$ cat config.mk
export PLATFORM = sky130hd
export DESIGN_NAME = mips_multicycle_control_flat
export DESIGN_NICKNAME = d
export VERILOG_FILES = /design/src/rtl/mips_ctrl_pkg.sv /design/src/rtl/mips_multicycle_control_if.sv /design/src/rtl/mips_opcode_decode.sv /design/src/rtl/mips_multicycle_control.sv /design/src/flat_wrapper.sv
export SDC_FILE = /design/constraint.sdc
export NUM_CORES = 1
export LEC_CHECK = 0
export ABC_AREA = 1
export CAP_MARGIN = 15
export CORE_AREA = 2 2 50 56
export CTS_CLUSTER_DIAMETER = 120
export DETAILED_ROUTE_END_ITERATION = 8
export DIE_AREA = 0 0 52 58
export DONT_BUFFER_PORTS = 1
export PLACE_DENSITY = 0.69
export SETUP_SLACK_MARGIN = 0.2
export SYNTH_ARGS = -nofsm -noshare
export SYNTH_HDL_FRONTEND = slang
export SYNTH_SLANG_ARGS = --single-unit
$ cat constraint.sdc
create_clock -name clk -period 1.5 [get_ports clk]
set_clock_uncertainty 0.05 [all_clocks]
set_input_delay 0.3 -clock clk [delete_from_list [all_inputs] [get_ports clk]]
set_output_delay 0.3 -clock clk [all_outputs]
set_load 0.03 [all_outputs]
$ cat src/rtl/mips_ctrl_pkg.sv
// ============================================================================
// Module   : mips_ctrl_pkg
// Brief    : Shared opcodes, FSM state encoding and datapath select encodings
//            for the multicycle MIPS control unit.
// Revision : 1.0 - initial release
// ============================================================================
`default_nettype none

package mips_ctrl_pkg;

    localparam logic [5:0] c_op_rtype = 6'b000000;
    localparam logic [5:0] c_op_lw    = 6'b100011;
    localparam logic [5:0] c_op_sw    = 6'b101011;
    localparam logic [5:0] c_op_beq   = 6'b000100;
    localparam logic [5:0] c_op_addi  = 6'b001000;
    localparam logic [5:0] c_op_j     = 6'b000010;

    typedef enum logic [3:0] {
        ST_FETCH    = 4'd0,
        ST_DECODE   = 4'd1,
        ST_MEMADR   = 4'd2,
        ST_MEMRD    = 4'd3,
        ST_MEMWB    = 4'd4,
        ST_MEMWR    = 4'd5,
        ST_RTEXEC   = 4'd6,
        ST_ALUWB    = 4'd7,
        ST_BEQEXEC  = 4'd8,
        ST_ADDIEXEC = 4'd9,
        ST_JEXEC    = 4'd10
    } state_t;

    typedef enum logic [1:0] {
        ALU_ADD   = 2'd0,
        ALU_SUB   = 2'd1,
        ALU_FUNCT = 2'd2
    } alu_op_t;

    typedef enum logic [1:0] {
        SRCB_REGB     = 2'd0,
        SRCB_FOUR     = 2'd1,
        SRCB_IMM      = 2'd2,
        SRCB_IMM_SHL2 = 2'd3
    } alu_src_b_t;

    typedef enum logic [1:0] {
        PCSRC_ALU    = 2'd0,
        PCSRC_ALUOUT = 2'd1,
        PCSRC_JUMP   = 2'd2
    } pc_src_t;

    typedef struct packed {
        logic is_rtype;
        logic is_lw;
        logic is_sw;
        logic is_beq;
        logic is_addi;
        logic is_j;
        logic is_illegal;
    } op_class_t;

    // State-only (Moore) strobes; the FETCH handshake terms are added at the top.
    typedef struct packed {
        logic       mem_req;
        logic       mem_write;
        logic       iord;
        logic       pc_write;
        logic       branch;
        pc_src_t    pc_src;
        logic       alu_src_a;
        alu_src_b_t alu_src_b;
        alu_op_t    alu_op;
        logic       reg_dst;
        logic       mem_to_reg;
        logic       reg_write;
    } ctrl_t;

    function automatic ctrl_t ctrl_for_state(input state_t s, input logic from_rtype);
        ctrl_t c;
        c = '0;
        case (s)
            ST_FETCH: begin
                c.mem_req   = 1'b1;
                c.alu_src_b = SRCB_FOUR;
            end
            ST_DECODE:   c.alu_src_b = SRCB_IMM_SHL2;
            ST_MEMADR: begin
                c.alu_src_a = 1'b1;
                c.alu_src_b = SRCB_IMM;
            end
            ST_MEMRD: begin
                c.mem_req = 1'b1;
                c.iord    = 1'b1;
            end
            ST_MEMWB: begin
                c.reg_write  = 1'b1;
                c.mem_to_reg = 1'b1;
            end
            ST_MEMWR: begin
                c.mem_req   = 1'b1;
                c.mem_write = 1'b1;
                c.iord      = 1'b1;
            end
            ST_RTEXEC: begin
                c.alu_src_a = 1'b1;
                c.alu_op    = ALU_FUNCT;
            end
            ST_ALUWB: begin
                c.reg_write = 1'b1;
                c.reg_dst   = from_rtype;
            end
            ST_BEQEXEC: begin
                c.alu_src_a = 1'b1;
                c.alu_op    = ALU_SUB;
                c.branch    = 1'b1;
                c.pc_src    = PCSRC_ALUOUT;
            end
            ST_ADDIEXEC: begin
                c.alu_src_a = 1'b1;
                c.alu_src_b = SRCB_IMM;
            end
            ST_JEXEC: begin
                c.pc_write = 1'b1;
                c.pc_src   = PCSRC_JUMP;
            end
            default: c = '0;
        endcase
        return c;
    endfunction

endpackage

`default_nettype wire

$ cat src/rtl/mips_multicycle_control_if.sv
// ============================================================================
// Module   : mips_multicycle_control_if
// Brief    : Opcode/memory handshake in, datapath strobes out.
// Revision : 1.0 - initial release
// ============================================================================
`default_nettype none

interface mips_multicycle_control_if #(
    parameter int OPW = 6
) ();
    logic [OPW-1:0] opcode;
    logic           mem_ready;
    logic           mem_req;
    logic           mem_write;
    logic           iord;
    logic           ir_write;
    logic           pc_write;
    logic           branch;
    logic [1:0]     pc_src;
    logic           alu_src_a;
    logic [1:0]     alu_src_b;
    logic [1:0]     alu_op;
    logic           reg_dst;
    logic           mem_to_reg;
    logic           reg_write;
    logic           illegal_op;

    // master = control unit, slave = datapath/memory side
    modport master (
        input  opcode, mem_ready,
        output mem_req, mem_write, iord, ir_write, pc_write, branch, pc_src,
               alu_src_a, alu_src_b, alu_op, reg_dst, mem_to_reg, reg_write,
               illegal_op
    );

    modport slave (
        output opcode, mem_ready,
        input  mem_req, mem_write, iord, ir_write, pc_write, branch, pc_src,
               alu_src_a, alu_src_b, alu_op, reg_dst, mem_to_reg, reg_write,
               illegal_op
    );
endinterface

`default_nettype wire

$ cat src/rtl/mips_opcode_decode.sv
// ============================================================================
// Module   : mips_opcode_decode
// Brief    : Combinational opcode classifier, one-hot over supported classes.
// Revision : 1.0 - initial release
// ============================================================================
`default_nettype none

module mips_opcode_decode
    import mips_ctrl_pkg::*;
#(
    parameter int OPW = 6
) (
    input  wire logic [OPW-1:0] i_opcode,
    output op_class_t           o_class
);

    always_comb begin
        o_class            = '0;
        o_class.is_rtype   = (i_opcode == OPW'(c_op_rtype));
        o_class.is_lw      = (i_opcode == OPW'(c_op_lw));
        o_class.is_sw      = (i_opcode == OPW'(c_op_sw));
        o_class.is_beq     = (i_opcode == OPW'(c_op_beq));
        o_class.is_addi    = (i_opcode == OPW'(c_op_addi));
        o_class.is_j       = (i_opcode == OPW'(c_op_j));
        o_class.is_illegal = ~(o_class.is_rtype | o_class.is_lw | o_class.is_sw |
                               o_class.is_beq | o_class.is_addi | o_class.is_j);
    end

endmodule

`default_nettype wire

$ cat src/rtl/mips_multicycle_control.sv
// ============================================================================
// Module   : mips_multicycle_control
// Brief    : Multicycle MIPS control FSM with memory-ready stalls.
// Revision : 1.0 - initial release
// ============================================================================
`default_nettype none

module mips_multicycle_control
    import mips_ctrl_pkg::*;
#(
    parameter int OPW = 6
) (
    input  wire logic                  clk,
    input  wire logic                  reset,
    mips_multicycle_control_if.master  bus
);

    op_class_t w_class;
    state_t    r_state;
    state_t    w_next_state;
    ctrl_t     r_ctrl;
    logic      w_in_fetch;
    logic      w_fetch_done;

    mips_opcode_decode #(
        .OPW (OPW)
    ) u_decode (
        .i_opcode (bus.opcode),
        .o_class  (w_class)
    );

    always_comb begin
        w_next_state = ST_FETCH;
        case (r_state)
            ST_FETCH:    w_next_state = bus.mem_ready ? ST_DECODE : ST_FETCH;
            ST_DECODE: begin
                if (w_class.is_lw | w_class.is_sw) w_next_state = ST_MEMADR;
                else if (w_class.is_rtype)          w_next_state = ST_RTEXEC;
                else if (w_class.is_beq)            w_next_state = ST_BEQEXEC;
                else if (w_class.is_addi)           w_next_state = ST_ADDIEXEC;
                else if (w_class.is_j)              w_next_state = ST_JEXEC;
                else                                w_next_state = ST_FETCH;
            end
            ST_MEMADR: begin
                if (w_class.is_lw)      w_next_state = ST_MEMRD;
                else if (w_class.is_sw) w_next_state = ST_MEMWR;
                else                    w_next_state = ST_FETCH;
            end
            ST_MEMRD:    w_next_state = bus.mem_ready ? ST_MEMWB : ST_MEMRD;
            ST_MEMWB:    w_next_state = ST_FETCH;
            ST_MEMWR:    w_next_state = bus.mem_ready ? ST_FETCH : ST_MEMWR;
            ST_RTEXEC:   w_next_state = ST_ALUWB;
            ST_ALUWB:    w_next_state = ST_FETCH;
            ST_BEQEXEC:  w_next_state = ST_FETCH;
            ST_ADDIEXEC: w_next_state = ST_ALUWB;
            ST_JEXEC:    w_next_state = ST_FETCH;
            default:     w_next_state = ST_FETCH;
        endcase
    end

    // Strobes are precomputed for the state being entered, so they are glitch-free
    // registers; reg_dst doubles as the RTYPE-vs-ADDI flag for ALUWB.
    always_ff @(posedge clk or posedge reset) begin
        if (reset) begin
            r_state <= ST_FETCH;
            r_ctrl  <= ctrl_for_state(ST_FETCH, 1'b0);
        end else begin
            r_state <= w_next_state;
            r_ctrl  <= ctrl_for_state(w_next_state, r_state == ST_RTEXEC);
        end
    end

    assign w_in_fetch   = ~reset & (r_state == ST_FETCH);
    assign w_fetch_done = w_in_fetch & bus.mem_ready;

    // Register reset value is the FETCH set, so reset itself must mask the outputs.
    assign bus.mem_req    = ~reset & r_ctrl.mem_req;
    assign bus.mem_write  = ~reset & r_ctrl.mem_write;
    assign bus.iord       = ~reset & r_ctrl.iord;
    assign bus.ir_write   = w_fetch_done;
    assign bus.pc_write   = (~reset & r_ctrl.pc_write) | w_fetch_done;
    assign bus.branch     = ~reset & r_ctrl.branch;
    assign bus.pc_src     = reset ? 2'b00 : r_ctrl.pc_src;
    assign bus.alu_src_a  = ~reset & r_ctrl.alu_src_a;
    assign bus.alu_src_b  = reset ? 2'b00 : r_ctrl.alu_src_b;
    assign bus.alu_op     = reset ? 2'b00 : r_ctrl.alu_op;
    assign bus.reg_dst    = ~reset & r_ctrl.reg_dst;
    assign bus.mem_to_reg = ~reset & r_ctrl.mem_to_reg;
    assign bus.reg_write  = ~reset & r_ctrl.reg_write;
    assign bus.illegal_op = ~reset & (r_state == ST_DECODE) & w_class.is_illegal;

endmodule

`default_nettype wire

$ cat src/flat_wrapper.sv
// flat-port wrapper written by rule: the top's interface ports become plain ports
module mips_multicycle_control_flat import mips_ctrl_pkg::*;
#(
    parameter int OPW = 6
)
  (clk, reset, bus_opcode, bus_mem_ready, bus_mem_req, bus_mem_write, bus_iord, bus_ir_write, bus_pc_write, bus_branch, bus_pc_src, bus_alu_src_a, bus_alu_src_b, bus_alu_op, bus_reg_dst, bus_mem_to_reg, bus_reg_write, bus_illegal_op);
  mips_multicycle_control_if #(.OPW(OPW)) bus_i ();
  input  wire logic clk;
  input  wire logic reset;
  input wire logic [$bits(bus_i.opcode)-1:0] bus_opcode;
  input wire logic [$bits(bus_i.mem_ready)-1:0] bus_mem_ready;
  output wire logic [$bits(bus_i.mem_req)-1:0] bus_mem_req;
  output wire logic [$bits(bus_i.mem_write)-1:0] bus_mem_write;
  output wire logic [$bits(bus_i.iord)-1:0] bus_iord;
  output wire logic [$bits(bus_i.ir_write)-1:0] bus_ir_write;
  output wire logic [$bits(bus_i.pc_write)-1:0] bus_pc_write;
  output wire logic [$bits(bus_i.branch)-1:0] bus_branch;
  output wire logic [$bits(bus_i.pc_src)-1:0] bus_pc_src;
  output wire logic [$bits(bus_i.alu_src_a)-1:0] bus_alu_src_a;
  output wire logic [$bits(bus_i.alu_src_b)-1:0] bus_alu_src_b;
  output wire logic [$bits(bus_i.alu_op)-1:0] bus_alu_op;
  output wire logic [$bits(bus_i.reg_dst)-1:0] bus_reg_dst;
  output wire logic [$bits(bus_i.mem_to_reg)-1:0] bus_mem_to_reg;
  output wire logic [$bits(bus_i.reg_write)-1:0] bus_reg_write;
  output wire logic [$bits(bus_i.illegal_op)-1:0] bus_illegal_op;
  assign bus_i.opcode = bus_opcode;
  assign bus_i.mem_ready = bus_mem_ready;
  assign bus_mem_req = bus_i.mem_req;
  assign bus_mem_write = bus_i.mem_write;
  assign bus_iord = bus_i.iord;
  assign bus_ir_write = bus_i.ir_write;
  assign bus_pc_write = bus_i.pc_write;
  assign bus_branch = bus_i.branch;
  assign bus_pc_src = bus_i.pc_src;
  assign bus_alu_src_a = bus_i.alu_src_a;
  assign bus_alu_src_b = bus_i.alu_src_b;
  assign bus_alu_op = bus_i.alu_op;
  assign bus_reg_dst = bus_i.reg_dst;
  assign bus_mem_to_reg = bus_i.mem_to_reg;
  assign bus_reg_write = bus_i.reg_write;
  assign bus_illegal_op = bus_i.illegal_op;
  mips_multicycle_control #(.OPW(OPW)) u_core (.clk(clk), .reset(reset), .bus(bus_i));
endmodule
Word-level counts from Yosys, hierarchy flattened

Cells that the tools add are included.
Widths: inputs -> output; s select.

Register bits after elaboration: 19
Logic and storage cells: 91

Reductions and logical operators: 9
Bitwise logic cells: 22
Mux-type cells: 26
Eq/ne operators: 21

Operators with widths:

| cell               | count |
|---|---|
| $eq 4x3->1 const B | 6 |
| $mux 4             | 6 |
| $pmux 4 s6         | 1 |
| $eq 4x2->1 const B | 4 |
| $eq 4x4->1 const B | 4 |
| $and 1x1->1        | 13 |
| $eq 6x6->1 const B | 2 |
| $mux 1             | 10 |
| $mux 3             | 3 |
| $eq 4x1->1 const B | 2 |
| $logic_not 4->1    | 2 |
| $pmux 2 s2         | 2 |
| $reduce_or 2->1    | 4 |
| $or 1x1->1         | 7 |
| $eq 6x2->1 const B | 1 |
| $eq 6x3->1 const B | 1 |
| $eq 6x4->1 const B | 1 |
| $logic_not 6->1    | 1 |
| $mux 2             | 3 |
| $pmux 2 s3         | 1 |
| $reduce_or 4->1    | 1 |
| $reduce_or 3->1    | 1 |
| $not 1->1          | 2 |

Longest topological paths before layout

Depth after elaboration: 10
Depth in mapped cells: 10

Cells and area by module

Synthesis repeated with hierarchy kept, for this count alone.

Cell total of the unflattened synthesis: 161
Area total of the unflattened synthesis: 1138.6 um^2

By module, submodules not included:

| module                  | cells each | area each (um^2) | sequential area each (um^2) | instances |
|---|---|---|---|---|
| mips_multicycle_control | 133        | 1023.5           | 427.9                       | 1 |
| mips_opcode_decode      | 28         | 115.1            | 0.0                         | 1 |

Worst setup path before layout

Ideal clock, no wire load.

Path kind: input to output
From: in reset
To: out bus_illegal_op
Arrival time: 1.649 ns
Cell stages on the path: 4
Path slack: -0.499 ns
Data required time: 1.150 ns
Buffers on the path: 1
Cell sequence: clkbuf_1 inv_1 nand3_1 nor3_1

Longest elaborated chain between the ends: 3

Ends and longest elaborated chain:

| element                   | line                          | source |
|---|---|---|
| from (decl)               | flat_wrapper.sv:9             | `input wire logic reset;` |
| $not 1->1                 | mips_multicycle_control.sv:90 | `assign bus.illegal_op = ~reset & (r_state == ST_DECODE) & w_class.is_illegal;` |
| $and 1x1->1 (2 in series) | mips_multicycle_control.sv:90 |  |
| to (decl)                 | flat_wrapper.sv:25            | `output wire logic [$bits(bus_i.illegal_op)-1:0] bus_illegal_op;` |

Every way passes these cells.

Final worst setup path

From: reg u_core.r_state[3]
To: out bus_illegal_op

Longest elaborated chain between the ends: 3

Ends and longest elaborated chain:

| element                   | line                          | source |
|---|---|---|
| from (decl)               | mips_multicycle_control.sv:19 | `state_t r_state;` |
| from (signal assigned)    | mips_multicycle_control.sv:68 | `r_state <= w_next_state;` |
| $eq 4x1->1                | mips_multicycle_control.sv:90 |  |
| $and 1x1->1 (2 in series) | mips_multicycle_control.sv:90 |  |

Every way passes these cells.

==> parameters.txt <==
Parameter                              Value

Yosys
  Main combinational cell family by area after synthesis    simple AND/OR/NAND/NOR gates
  Register bit total from synthesis    17
  Adder-cell share of the synthesized area    0
  Simple-gate share of the synthesized area    0.414
  Count of different cell masters after synthesis    23
  Post-synthesis xor/xnor area fraction    0
  Mux share of post-synthesis cell area    0
  Synthesized instance count    148
  Compound-Gate Fraction of Synth Area    0.0285
  Synth warn    0
  Register area share after synthesis    0.406
  Netlist area before placement    1050 um^2
  Avg Synthesized Cell Area    7.13 um^2
  Mapped Nets    157

Power
  Clk pwr share    0.234
  Power per standard cell area    676 nW/um^2
  Proportion of power drawn by flip-flops and latches    0.476
  Switching component of the power    345 uW
  Part of the total power dissipated in combinational logic    0.289
  Internal power component    701 uW
  Sw Share    0.330
  Leak pwr    0.760 nW
  Worst IR drop on VDD    0.419 mV

Place
  Routability congestion estimate    0.803
  Post-Place Cells    186
  HPWL after detailed placement    1650 um
  Post-place instance area    1240 um^2
  Number of buffers inserted by port buffering    0

Die
  Initial core utilization    0.431
  Total die area    3020 um^2
  Width of the die    52 um
  Top-Level Pins    26
  Area inside the core boundary    2450 um^2
  Die height    58 um
  Number of cell rows    19

Final layout
  Post-layout instance count excluding filler cells    204
  Ant diodes    0
  Number of nets at the end of the flow    183
  Area growth, synth to finish    46.6%
  Commonest cells after routing, fill and taps aside    sky130_fd_sc_hd__inv_1, sky130_fd_sc_hd__nor2_4, sky130_fd_sc_hd__buf_4
  Cell area after layout    1550 um^2
  Leading cell type in the layout, fill and taps excluded    sky130_fd_sc_hd__inv_1
  Share of post-route cells with drive strength above 1    0.561

Drt
  Count of vias placed by the detailed router    956
  DR WL/cell    11.6 um
  Residual DRC    0
  Initial DRC count    10
  First-pass DRT Iterations    4
  Antenna Nets Post-Route    0
  Overall routed net length    2360 um
  Average via count per standard cell    4.69

Timing
  Final hold vios    0
  Max-slew violation count    0
  Slack of the critical path    -227 ps
  Setup Viol. Count Final    9
  Unrepaired setup endpoints after global routing    yes
  Relative slew slack    0.747
  Final worst path period need    1730 ps
  Portion of the clock cycle consumed by the worst path in the final layout    1.15
  Actual transition at the worst max-transition pin    379 ps
  Max Fclk    579 MHz

Global routing
  Wire length of the first global-routing pass    3990 um
  Total gr overflow    0
  Number of global-route vias before repair    906
  Met3 Track Usage GR    0.0206
  Global-route track usage on met1    0.219
  Global-route usage over all layers    0.177
  Initial antenna violation count    0
  Met2 layer usage reported by global route    0.293
  Largest net degree at the start of global routing    18
  Most Crowded Layer GR    met2

Critical path
  Startpoint Class    flip-flop
  Reg2Reg Setup Slack    -50 ps
  Required time at the endpoint of the critical path    1150 ps
  Slowest cell on the critical path    sky130_fd_sc_hd__dfrtp_1
  Maximum fanout count along the critical path    4
  Crit path cell chain    nor2_4 -> buf_4 -> nand2_4 -> nor3_4 -> buf_12
  Beginning of the critical path    u_core.r_state[3]
  Launch point of the worst reg-to-reg path    u_core.r_state[1]
  Critical Path Sink Type    output pin
  WS Path Type    reg2out
  Endpoint arrival time on the critical path    1380 ps
  Delay contributed by the slowest stage of the critical path    420 ps

Clocking
  Root Buffer    sky130_fd_sc_hd__clkbuf_4
  Post-CTS clock slew at the launch and capture registers of the worst setup and hold paths    100 ps
  Clock latency reported for the late side of the worst-skew pair    290 ps
  Max Root-Sink Buffers    2
  H-tree Lvls    1
  CTS tree    built
  Cts bufs inserted    3
  TritonCTS Sinks    17

Status
  Run status    complete, but fails checks
  Violated checks    negative setup slack

Hold path
  Classification of the worst-slack hold path    in2reg
  Critical hold path startpoint    bus_mem_ready

Job
  Maximum capacitance violations    0
-- path summary, 6_finish.rpt --
path,to,cells after the start
worst min register to register,u_core.r_ctrl[4],3
worst min-delay path,u_core.r_ctrl[1],2
max in group asynchronous,u_core.r_ctrl[5],3
worst max register to register,u_core.r_ctrl[5],11
min in group asynchronous,u_core.r_state[3],3
worst max-delay path,bus_illegal_op,5
-- stage by stage --
stage          TNS [ps]  power, mW  utilization  setup WS [ps]  hold slack, ps
6_report           -807       1.05        0.632           -227             216
5_1_grt           -1600       1.10        0.632           -300             226
4_1_cts            -623       1.00        0.572           -221             208
3_5_place_dp          0      0.723        0.508           19.9             192
3_3_place_gp          0      0.716        0.508           45.3             184
2_1_floorplan         0      0.693            -           17.6             246
-- synthesized netlist by cell type, drive strengths merged --
master | instances | share of area
nand3 | 13 | 0.093
or2 | 1 | 0.0059
nand2 | 25 | 0.11
nor2 | 39 | 0.17
inv | 38 | 0.14
dfstp | 2 | 0.050
clkbuf | 2 | 0.0071
buf | 1 | 0.0071
a21oi | 3 | 0.018
dfrtp | 15 | 0.36
nand4 | 2 | 0.012
o21ai | 1 | 0.0047
nor3 | 5 | 0.024
a31oi | 1 | 0.0059
-- sequential cells by signal, summed over array words and instances, names as in the netlist --
name and count:
u_core.r_ctrl 13, u_core.r_state 4
-- final cells by class --
type                       count  area, um^2
clock buffer                   3        22.5
clock inverter                 1        5.00
fill                         193         902
inverter                      38         151
multi-input combinational     90         682
sequential                    17         429
tap                           31        38.8
timing repair buffer          24         218
-- logic make-up after synthesis --
family / Yosys count
simple gates: 85
buf+inv: 41
flops: 17
compound gates: 5
-- layer usage --
metal / vias up / part of all wire
li1: 494 / -
met1: 427 / 0.42
met2: 27 / 0.50
met3: 8 / 0.046
met4: 0 / 0.033
met5: - / 0
-- power by group through the flow --
stage	registers, mW	clock network [mW]	logic [mW]
floorplan	0.503	0	0.191
CTS	0.497	0.249	0.254
detailed placement	0.505	0	0.218
finish	0.498	0.245	0.303
global route	0.500	0.268	0.331
global placement	0.504	0	0.212
-- worst max-delay path: cells and delay by family, from the launching register on --
family / cells / cell delay (ps)
flip-flops: 1 / 420
AND/OR/NAND/NOR: 3 / 370
buffers and inverters: 2 / 290
-- timing repair --
item	CTS	global route
hold buffers	1	0
pin swaps	15	14
gates resized for setup	19	26
endpoints found under the setup margin	19	24
setup buffers	7	6
hold endpoints to repair	15	0
No activity file was read; power rests on OpenSTA's default activity.
